**config.mk**
```make
export PLATFORM = sky130hd
export DESIGN_NAME = ide_sector_ctl
export DESIGN_NICKNAME = d
export VERILOG_FILES = /design/src/rtl/ide_sector_ctl.sv
export SDC_FILE = /design/constraint.sdc
export NUM_CORES = 1
export LEC_CHECK = 0
export ABC_AREA = 1
export ABC_CLOCK_PERIOD_IN_PS = 2200
export BUFFER_PORTS_ARGS = -buffer_cell sky130_fd_sc_hd__buf_2
export CORE_ASPECT_RATIO = 1.2
export CORE_MARGIN = 5
export CORE_UTILIZATION = 45
export CTS_CLUSTER_DIAMETER = 100
export CTS_CLUSTER_SIZE = 30
export DETAILED_ROUTE_END_ITERATION = 10
export PLACE_DENSITY = 0.69
export SLEW_MARGIN = 10
export SYNTH_ARGS = -nofsm -noshare
export SYNTH_HDL_FRONTEND = slang
export SYNTH_SLANG_ARGS = --single-unit
```
**constraint.sdc**
```tcl
create_clock -name clk -period 2.2 [get_ports clk]
set_input_delay 0.22 -clock clk [delete_from_list [all_inputs] [get_ports clk]]
set_output_delay 0.22 -clock clk [all_outputs]
set_load 0.05 [all_outputs]
```
**src/rtl/ide_sector_ctl.sv**
```systemverilog
// IDE sector-transfer sequencer: taskfile setup, status polling, data moves.
// Optional IDE_TIMEOUT_EN bounds every status-poll phase to TIMEOUT_POLLS reads.
module ide_sector_ctl #(
  parameter int TIMEOUT_POLLS = 65535
) (
  input  logic        clk,
  input  logic        reset,
  input  logic        cmd_start,
  input  logic        cmd_write,
  input  logic [27:0] cmd_lba,
  input  logic [7:0]  cmd_nsect,
  output logic        busy,
  output logic        done,
  output logic        err,
  output logic [7:0]  status_q,
  output logic        ata_rd,
  output logic        ata_wr,
  output logic [4:0]  ata_addr,
  output logic [15:0] ata_wdata,
  input  logic [15:0] ata_rdata,
  input  logic        ata_done,
  output logic [7:0]  buf_addr,
  output logic        buf_we,
  output logic [15:0] buf_wdata,
  output logic        buf_re,
  input  logic [15:0] buf_rdata
);

  typedef enum logic [3:0] {
    S_IDLE, S_POLL_BSY, S_CNT, S_LBA0,
    S_LBA1, S_LBA2, S_DRV, S_CMD,
    S_POLL_DRQ, S_XFER, S_POLL_END, S_FIN
  } state_t;

  localparam logic [4:0] A_DATA = 5'h10;
  localparam logic [4:0] A_CNT  = 5'h12;
  localparam logic [4:0] A_LBA0 = 5'h13;
  localparam logic [4:0] A_LBA1 = 5'h14;
  localparam logic [4:0] A_LBA2 = 5'h15;
  localparam logic [4:0] A_DRV  = 5'h16;
  localparam logic [4:0] A_CMD  = 5'h17;

  state_t      r_state;
  logic        r_write;
  logic [27:0] r_lba;
  logic [7:0]  r_nsect;
  logic [7:0]  r_sect;
  logic        r_gap;
  logic [1:0]  r_xstep;
  logic        r_busy;
  logic        r_done;
  logic        r_err;
  logic [7:0]  r_status;
  logic        r_ata_rd;
  logic        r_ata_wr;
  logic [4:0]  r_ata_addr;
  logic [15:0] r_ata_wdata;
  logic [7:0]  r_buf_addr;
  logic        r_buf_we;
  logic        r_buf_re;
  logic [15:0] r_buf_wdata;

  logic [4:0]  w_waddr;
  logic [15:0] w_wdata;
  state_t      w_wnext;
  state_t      w_xnext;
  logic        w_bsy;
  logic        w_drq;
  logic        w_serr;
  logic        w_tmo;

  assign w_bsy  = ata_rdata[7];
  assign w_drq  = ata_rdata[3];
  assign w_serr = ata_rdata[0];

  assign w_xnext = (r_sect != 8'd1) ? S_POLL_DRQ :
                   (r_write ? S_POLL_END : S_FIN);

  always_comb begin
    w_waddr = A_CNT;
    w_wdata = {8'h00, r_nsect};
    w_wnext = S_LBA0;
    unique case (r_state)
      S_LBA0: begin
        w_waddr = A_LBA0;
        w_wdata = {8'h00, r_lba[7:0]};
        w_wnext = S_LBA1;
      end
      S_LBA1: begin
        w_waddr = A_LBA1;
        w_wdata = {8'h00, r_lba[15:8]};
        w_wnext = S_LBA2;
      end
      S_LBA2: begin
        w_waddr = A_LBA2;
        w_wdata = {8'h00, r_lba[23:16]};
        w_wnext = S_DRV;
      end
      S_DRV: begin
        w_waddr = A_DRV;
        w_wdata = {8'h00, 4'hE, r_lba[27:24]};
        w_wnext = S_CMD;
      end
      S_CMD: begin
        w_waddr = A_CMD;
        w_wdata = r_write ? 16'h0030 : 16'h0020;
        w_wnext = S_POLL_DRQ;
      end
      default: ;
    endcase
  end

`ifdef IDE_TIMEOUT_EN
  localparam logic [15:0] LP_TMO_LAST = 16'(TIMEOUT_POLLS - 1);
  logic [15:0] r_polls;
  logic        w_poll_st;
  logic        w_poll_rd;

  assign w_poll_st = (r_state == S_POLL_BSY) ||
                     (r_state == S_POLL_DRQ) ||
                     (r_state == S_POLL_END);
  assign w_poll_rd = r_ata_rd && ata_done;
  assign w_tmo     = (r_polls == LP_TMO_LAST);

  // Held at zero outside poll states, so every poll phase starts fresh.
  always_ff @(posedge clk) begin
    if (reset)
      r_polls <= '0;
    else if (!w_poll_st)
      r_polls <= '0;
    else if (w_poll_rd)
      r_polls <= r_polls + 16'd1;
  end
`else
  assign w_tmo = (TIMEOUT_POLLS < 0);
`endif

  always_ff @(posedge clk) begin
    if (reset) begin
      r_state     <= S_IDLE;
      r_write     <= 1'b0;
      r_lba       <= '0;
      r_nsect     <= '0;
      r_sect      <= '0;
      r_gap       <= 1'b0;
      r_xstep     <= '0;
      r_busy      <= 1'b0;
      r_done      <= 1'b0;
      r_err       <= 1'b0;
      r_status    <= '0;
      r_ata_rd    <= 1'b0;
      r_ata_wr    <= 1'b0;
      r_ata_addr  <= '0;
      r_ata_wdata <= '0;
      r_buf_addr  <= '0;
      r_buf_we    <= 1'b0;
      r_buf_re    <= 1'b0;
      r_buf_wdata <= '0;
    end else begin
      r_done <= 1'b0;
      // Read-path word lands in the buffer, then the index advances.
      if (r_buf_we) begin
        r_buf_we   <= 1'b0;
        r_buf_addr <= r_buf_addr + 8'd1;
      end
      unique case (r_state)
        S_IDLE: begin
          if (cmd_start) begin
            r_write    <= cmd_write;
            r_lba      <= cmd_lba;
            r_nsect    <= cmd_nsect;
            r_sect     <= cmd_nsect;
            r_err      <= 1'b0;
            r_buf_addr <= '0;
            r_gap      <= 1'b0;
            r_xstep    <= '0;
            if (cmd_nsect == 8'd0) begin
              r_done <= 1'b1;
              r_err  <= 1'b1;
            end else begin
              r_busy  <= 1'b1;
              r_state <= S_POLL_BSY;
            end
          end
        end
        S_POLL_BSY, S_POLL_DRQ, S_POLL_END: begin
          if (r_gap) begin
            r_gap <= 1'b0;
          end else if (!r_ata_rd) begin
            r_ata_rd   <= 1'b1;
            r_ata_addr <= A_CMD;
          end else if (ata_done) begin
            r_ata_rd <= 1'b0;
            r_gap    <= 1'b1;
            r_status <= ata_rdata[7:0];
            if (w_bsy) begin
              if (w_tmo) begin
                r_err   <= 1'b1;
                r_state <= S_FIN;
              end
            end else if (r_state == S_POLL_BSY) begin
              r_state <= S_CNT;
            end else if (r_state == S_POLL_END) begin
              r_err   <= w_serr;
              r_state <= S_FIN;
            end else if (w_serr) begin
              r_err   <= 1'b1;
              r_state <= S_FIN;
            end else if (w_drq) begin
              r_buf_addr <= '0;
              r_xstep    <= '0;
              r_state    <= S_XFER;
            end else if (w_tmo) begin
              r_err   <= 1'b1;
              r_state <= S_FIN;
            end
          end
        end
        S_CNT, S_LBA0, S_LBA1, S_LBA2, S_DRV, S_CMD: begin
          if (r_gap) begin
            r_gap <= 1'b0;
          end else if (!r_ata_wr) begin
            r_ata_wr    <= 1'b1;
            r_ata_addr  <= w_waddr;
            r_ata_wdata <= w_wdata;
          end else if (ata_done) begin
            r_ata_wr <= 1'b0;
            r_gap    <= 1'b1;
            r_state  <= w_wnext;
          end
        end
        S_XFER: begin
          if (r_gap) begin
            r_gap <= 1'b0;
          end else if (r_ata_rd || r_ata_wr) begin
            if (ata_done) begin
              r_ata_rd <= 1'b0;
              r_ata_wr <= 1'b0;
              r_gap    <= 1'b1;
              if (r_write) begin
                r_buf_addr <= r_buf_addr + 8'd1;
              end else begin
                r_buf_we    <= 1'b1;
                r_buf_wdata <= ata_rdata;
              end
              if (r_buf_addr == 8'hFF) begin
                r_sect  <= r_sect - 8'd1;
                r_state <= w_xnext;
              end
            end
          end else if (!r_write) begin
            r_ata_rd   <= 1'b1;
            r_ata_addr <= A_DATA;
          end else begin
            unique case (r_xstep)
              2'd0: begin
                r_buf_re <= 1'b1;
                r_xstep  <= 2'd1;
              end
              2'd1: begin
                r_buf_re <= 1'b0;
                r_xstep  <= 2'd2;
              end
              default: begin
                r_ata_wr    <= 1'b1;
                r_ata_addr  <= A_DATA;
                r_ata_wdata <= buf_rdata;
                r_xstep     <= 2'd0;
              end
            endcase
          end
        end
        S_FIN: begin
          r_done  <= 1'b1;
          r_busy  <= 1'b0;
          r_state <= S_IDLE;
        end
        default: r_state <= S_IDLE;
      endcase
    end
  end

  assign busy      = r_busy;
  assign done      = r_done;
  assign err       = r_err;
  assign status_q  = r_status;
  assign ata_rd    = r_ata_rd;
  assign ata_wr    = r_ata_wr;
  assign ata_addr  = r_ata_addr;
  assign ata_wdata = r_ata_wdata;
  assign buf_addr  = r_buf_addr;
  assign buf_we    = r_buf_we;
  assign buf_wdata = r_buf_wdata;
  assign buf_re    = r_buf_re;

endmodule

```
==> qor.yml, run 1 <==
numCtsBuffers: 9
fillers: 1271
leakagePower_nw: 3.25
setup_viol: 0
multiInputGateArea_sq_um: 2900
via_per_inst: 5.10
cap_violations: 0
pwr-share-seq_pct: 35.7
grt_setup_unrepaired: "no"
stdcell_count: 1145
grt_pass1_wl_mm: 26.1
yosysSeqAreaShare_pct: 39.7
timing.hold.ws_ps: 88.8
clk_latency_ps: 350
antenna_found_initial: 0
required_ps: 2420
grtUsageTotal_pct: 21.1
root_buffer: "clkbuf_16"
pre_cts_slack_ps: 263
nets: 1055
drt_iter0_drc: 353
path_cells: "nand2_1 -> nor2_2 -> nand2_1 -> nand2_2 -> nor2_4 -> nand2_4 -> inv_2 -> nand3_1 -> a21oi_1"
p_int_mw: 4.21
cts_tree: "yes"
path_max_fanout: 25
setup_ws_ps: 250
period_share_pct: 88.6
power_density_nw_per_um2: 1140
cts.path.max_buffers: 2
cp.arrival_ps: 2170
grt_pass1_vias: 5461
yosys_warnings: 0
syn-num-nets: 933
wl_per_cell_microns: 13.9
cts_resized: 0
setup_tns_ps: 0
final_core_util_pct: 55.0
hpwl_mm: 11.8
outcome: "finished, final reports clean"
finClkSkew_ps: 7.26
area_growth_pct: 19.6
finalHoldViolCount: 0
hp-class: "input pin to flip-flop"
postRouteAntennaNets: 0
synthCells: 857
p_sw_share_pct: 44.8
drive_above_1_share_pct: 19.7
cts_hold_buf: 0
critical_path_class: "flip-flop to flip-flop"
switching_power_mw: 3.42
dr.pass1.iters: 5
grt_overflow_total: 0
worst_setup_path_start_kind: "flip-flop"
rows: 44
cp_common_cell: "nand2_1"
endpoint_kind: "flip-flop"
max_freq_mhz: 513
seqCellArea_sq_um: 2220
h-tree-depth: 3
drcViolationCount: 0
p_comb_share_pct: 44.1
maxSlewViolCount: 0
synth.distinct_cells: 37
ys_ff_latch: 111
antenna_cells: 0
io-pin-count: 133
die-height_microns: 132
vias: 5838
netlist_area_sq_um: 5600
core_sq_um: 12200
start_util_pct: 46.0
io_buffers: 131
cts_sinks: 111
placedCellCount: 1129
cpPeakStageDelay_ps: 490
die-area_sq_um: 14800
period_needed_ps: 1950
syn_avg_cell_area_sq_um: 6.53
post-cts-setup-buffers: 0
clk_pin_slew_worst_paths_ps: 80
grt_max_degree: 79
ir_drop_v: 0.000491
gp_congestion: 0.978
p_clk_share_pct: 20.3
drt-total-wl_mm: 15.9
fp.dieW_microns: 112
worst_path_max_delay_cell: "dfxtp_1"
metrics by stage:
step / instance area (sq um) / total power [mW]
floorplan: 5600 / 5.28
global placement: 6410 / 6.10
detailed placement: 6410 / 6.11
CTS: 6690 / 7.67
global route: 6690 / 8.24
finish: 6690 / 7.63
per-layer routing:
metal / GRT usage (%) / vias up / wire length [microns]
li1: - / 3008 / -
met1: 28.6 / 2616 / 7280
met2: 33.9 / 187 / 7290
met3: 4.13 / 27 / 972
met4: 7.03 / 0 / 330
met5: 0 / - / 0
synthesized netlist by cell type (all sizes together):
master	n	area, sq um
a211oi	1	12.5
a21oi	59	299
a31oi	6	37.5
buf	14	90.1
clkbuf	22	82.6
conb	1	3.75
dfxtp	111	2220
ha	3	37.5
inv	80	303
mux2i	1	10.0
nand2	177	694
nand3	65	338
nand3b	2	15.0
nand4	6	37.5
nor2	189	763
nor3	2	10.0
nor4	1	6.26
o2111ai	1	8.76
o211ai	1	7.51
o21a	3	22.5
o21ai	105	537
o21bai	3	22.5
xnor2	2	17.5
xor2	2	17.5
final cells by class:
type | count | area share [%]
repair buffers | 147 | 11.8
flip-flops and latches | 111 | 33.2
well taps | 161 | 3.01
multi-input cells | 630 | 43.3
clock inverters | 7 | 0.841
clock buffers | 9 | 3.36
inverters | 80 | 4.52
state kept, by name, indices dropped and copies added, names as in the netlist:
name	flops
buf_re	1
r_nsect	8
buf_addr	8
r_gap	1
r_state	4
ata_addr	4
r_xstep	2
buf_we	1
err	1
done	1
buf_wdata	16
r_write	1
ata_wdata	16
status_q	8
busy	1
r_sect	8
ata_rd	1
r_lba	28
ata_wr	1
power by group through the flow:
stage	clock network (mW)	logic (mW)	registers, mW
finish	1.54	3.36	2.72
global route	1.68	3.79	2.77
CTS	1.59	3.37	2.71
detailed placement	0	3.36	2.75
global placement	0	3.35	2.75
floorplan	0	2.22	3.06
path summary, 6_finish.rpt:
kind | startpoint | to | slack (ps) | cells past startpoint
setup / recovery | r_state[0] | ata_wdata[13] | 250 | 9
hold / removal | ata_rdata[13] | buf_wdata[13] | 90 | 3
setup reg to reg | r_state[0] | ata_wdata[13] | 250 | 9
hold reg to reg | buf_re | buf_re | 450 | 2
kinds of logic after synthesis:
kind of cell / after synthesis / share of synthesized area (%)
compound gates: 179 / 16.9
xor+xnor: 4 / 0.626
fa+ha+maj: 3 / 0.671
flops: 111 / 39.7
other cells: 1 / 0.0670
mux: 1 / 0.179
buf+inv: 116 / 8.50
simple gates: 442 / 33.3
worst max-delay path, delay by kind of cell, from the launching register on:
family | cells | cell delay, ps
AND/OR/NAND/NOR | 7 | 1130
flip-flops | 1 | 490
AO/OA/AOI/OAI | 1 | 60
buffers and inverters | 1 | 130
cells in the final DEF (no fill, tap or decap), types with 4 or more instances in the layout:
cell,synthesis,routed
nor2_1,177,177
nand2_1,171,171
buf_2,9,131
dfxtp_1,111,111
o21ai_0,98,98
inv_1,73,72
nand3_1,64,64
a21oi_1,58,58
buf_4,3,15
nor2_2,9,9
clkbuf_16,0,9
inv_2,6,6
nand4_1,6,6
a31oi_1,6,6
o21ai_1,4,4
Note: power is estimated with default switching activity, not from simulation.
==> run 2, diff against run 1 <==
--- a/config.mk
+++ b/config.mk
@@ -14,7 +14,9 @@
 export CTS_CLUSTER_DIAMETER = 100
 export CTS_CLUSTER_SIZE = 30
 export DETAILED_ROUTE_END_ITERATION = 10
-export PLACE_DENSITY = 0.69
+export MAX_ROUTING_LAYER = met4
+export PLACE_DENSITY = 0.8
+export RECOVER_POWER = 100
 export SLEW_MARGIN = 10
 export SYNTH_ARGS = -nofsm -noshare
 export SYNTH_HDL_FRONTEND = slang
==> run 2 against run 1 <==
Sequential share of layout area increased by 0.41 points. Via count is 1.0% higher. Register-to-register slack worse by 20 ps. Non-clock buffer count fell by 1. Critical path depth unchanged. Utilization down 0.68 points. Global-route usage is 0.63 points higher. Combinational power is 1% lower. Clock skew is 0.54 ps higher.
==> qor.yml, run 2 (synthesis gave the netlist of run 1 again) <==
rr_startpoint: "r_state[0]"  # unchanged
ff2ff_path_depth: 9  # unchanged
period_share_pct: 89.3  # was 88.6%
fillers: 1240  # was 1,271
r2r_end: "r_lba[3]"  # was ata_wdata[13]
setup_tns_ps: 0  # unchanged
grt_max_degree: 79  # unchanged
max_freq_mhz: 509  # was 513 MHz
finClkSkew_ps: 7.79  # was 7.26 ps
finalHoldViolCount: 0  # unchanged
power_density_nw_per_um2: 1160  # was 1140 nW/um^2
wirelength_met1_mm: 7.09  # was 7.28 mm
die-height_microns: 132  # unchanged
cap_violations: 0  # unchanged
postPlaceCellArea_sq_um: 6420  # was 6410 sq um
post-cts-setup-buffers: 0  # unchanged
clk_pin_slew_worst_paths_ps: 70  # was 80 ps
leakagePower_nw: 2.99  # was 3.25 nW
numCtsBuffers: 9  # unchanged
io_buffers: 131  # unchanged
drive_above_1_share_pct: 12.5  # was 19.7%
dr_wl_met2_mm: 7.23  # was 7.29 mm
grt_setup_unrepaired: "no"  # unchanged
gp_congestion: 0.949  # was 0.978
grt_pass1_wl_mm: 26.2  # was 26.1 mm
layout.cells.most_common_list: "nor2_1 (180), nand2_1 (172), dfxtp_1 (111)"  # was nor2_1 (177), nand2_1 (171), buf_2 (131)
critical_path_class: "flip-flop to flip-flop"  # unchanged
grt_overflow_total: 0  # unchanged
period_needed_ps: 1970  # was 1950 ps
cts_tree: "yes"  # unchanged
clk_latency_ps: 350  # about the same
reg2reg_slack_ps: 230  # was 250 ps
postRouteAntennaNets: 0  # unchanged
drcViolationCount: 0  # unchanged
stdcell_area_sq_um: 6610  # was 6690 sq um
die-area_sq_um: 14800  # unchanged
endpoint_kind: "flip-flop"  # unchanged
whs_endpoint: "r_lba[12]"  # was buf_wdata[13]
nets: 1054  # was 1,055
worst_slew_pin_slew_ps: 691
cts.path.max_buffers: 2  # unchanged
ir_drop_v: 0.000464  # was 0.000491 V
multiInputGateArea_sq_um: 2890  # was 2900 sq um
grtUsageTotal_pct: 21.8  # was 21.1%
rows: 44  # unchanged
io-pin-count: 133  # unchanged
hp-class: "input pin to flip-flop"  # unchanged
cts_hold_buf: 0  # unchanged
wl_met3_mm: 1.04  # was 972 microns
outcome: "finished, final reports clean"  # unchanged
cp.arrival_ps: 2190  # was 2170 ps
maxSlewViolCount: 0  # unchanged
setup_viol: 0  # unchanged
min_path_cells: 3  # unchanged
max_slew_margin_pct: 53.6
drt-total-wl_mm: 15.8  # was 15.9 mm
h-tree-depth: 3  # unchanged
vias: 5897  # was 5,838
holdCritStartpoint: "cmd_lba[12]"  # was ata_rdata[13]
largest_register: "r_lba"  # unchanged
path_max_fanout: 48  # was 25
hpwl_mm: 11.6  # was 11.8 mm
seqCellArea_sq_um: 2220  # unchanged
area_growth_pct: 18.2  # was 19.6%
via_per_inst: 5.15  # was 5.10
dr.max_layer_used: "met4"  # unchanged
wl_per_cell_microns: 13.8  # was 13.9 microns
dr.pass1.iters: 5  # unchanged
fp.dieW_microns: 112  # unchanged
largest_reg_flops: 28  # unchanged
grt_pass1_vias: 5488  # was 5,461
start_util_pct: 46.0  # unchanged
worst_setup_path_start_kind: "flip-flop"  # unchanged
cts_resized: 0  # unchanged
antenna_cells: 0  # unchanged
required_ps: 2420  # about the same
antenna_found_initial: 0  # unchanged
final_common_cell: "nor2_1"  # unchanged
core_sq_um: 12200  # unchanged
cts_sinks: 111  # unchanged
drt_iter0_drc: 455  # was 353
root_buffer: "clkbuf_16"  # unchanged
-- run 2: worst max-delay path by stage --
stage,slack (ps),cells past startpoint,end,start
after global routing,20,10,r_state[0],r_state[2]
after global placement,270,10,r_state[0],r_state[0]
after detailed placement,250,10,r_state[3],r_state[0]
final,230,9,r_lba[3],r_state[0]
after floorplan,280,8,buf_wdata[10],ata_rd
after CTS,240,10,r_state[3],r_state[0]
-- run 2: per-layer routing --
layer  up-vias  GRT usage (%)
met2       239           33.7
met3        43           3.86
met1      2615           28.5
met4         0           8.05
met5         -              -
li1       3000              -
-- run 2: metrics by stage --
step / hold slack, ps / setup slack [ps] / power [mW] / utilization [%] / std cells
floorplan: 355 / 275 / 5.28 / - / 857
global placement: 432 / 273 / 6.10 / 52.7 / 1128
detailed placement: 447 / 249 / 6.12 / 52.7 / 1128
CTS: 84.8 / 238 / 7.77 / 55.2 / 1144
global route: 89.7 / 23.7 / 8.25 / 54.3 / 1144
finish: 92.5 / 234 / 7.67 / 54.3 / 1144
-- run 2: worst max-delay path: stages, from the launching register on --
cell      delay (ps)
dfxtp_1          390
inv_4            160
nand2_1          130
inv_1             90
nand2_1          110
nor2_1           190
inv_2             60
clkbuf_4         330
o21ai_0          290
a21oi_1           60
-- run 2: layout make-up --
class / instances / area share, %
clock buffer: 12 / 3.73
clock inverter: 4 / 0.833
inverter: 80 / 4.58
multi-input combinational: 630 / 43.7
sequential: 111 / 33.6
tap: 161 / 3.05
timing repair buffer: 146 / 10.5
-- run 2: where the power goes --
part	internal [mW]	switching, mW	leakage, nW
Combinational	0.937	2.38	1.94
Sequential	2.43	0.291	0.907
Clock	0.920	0.722	0.143
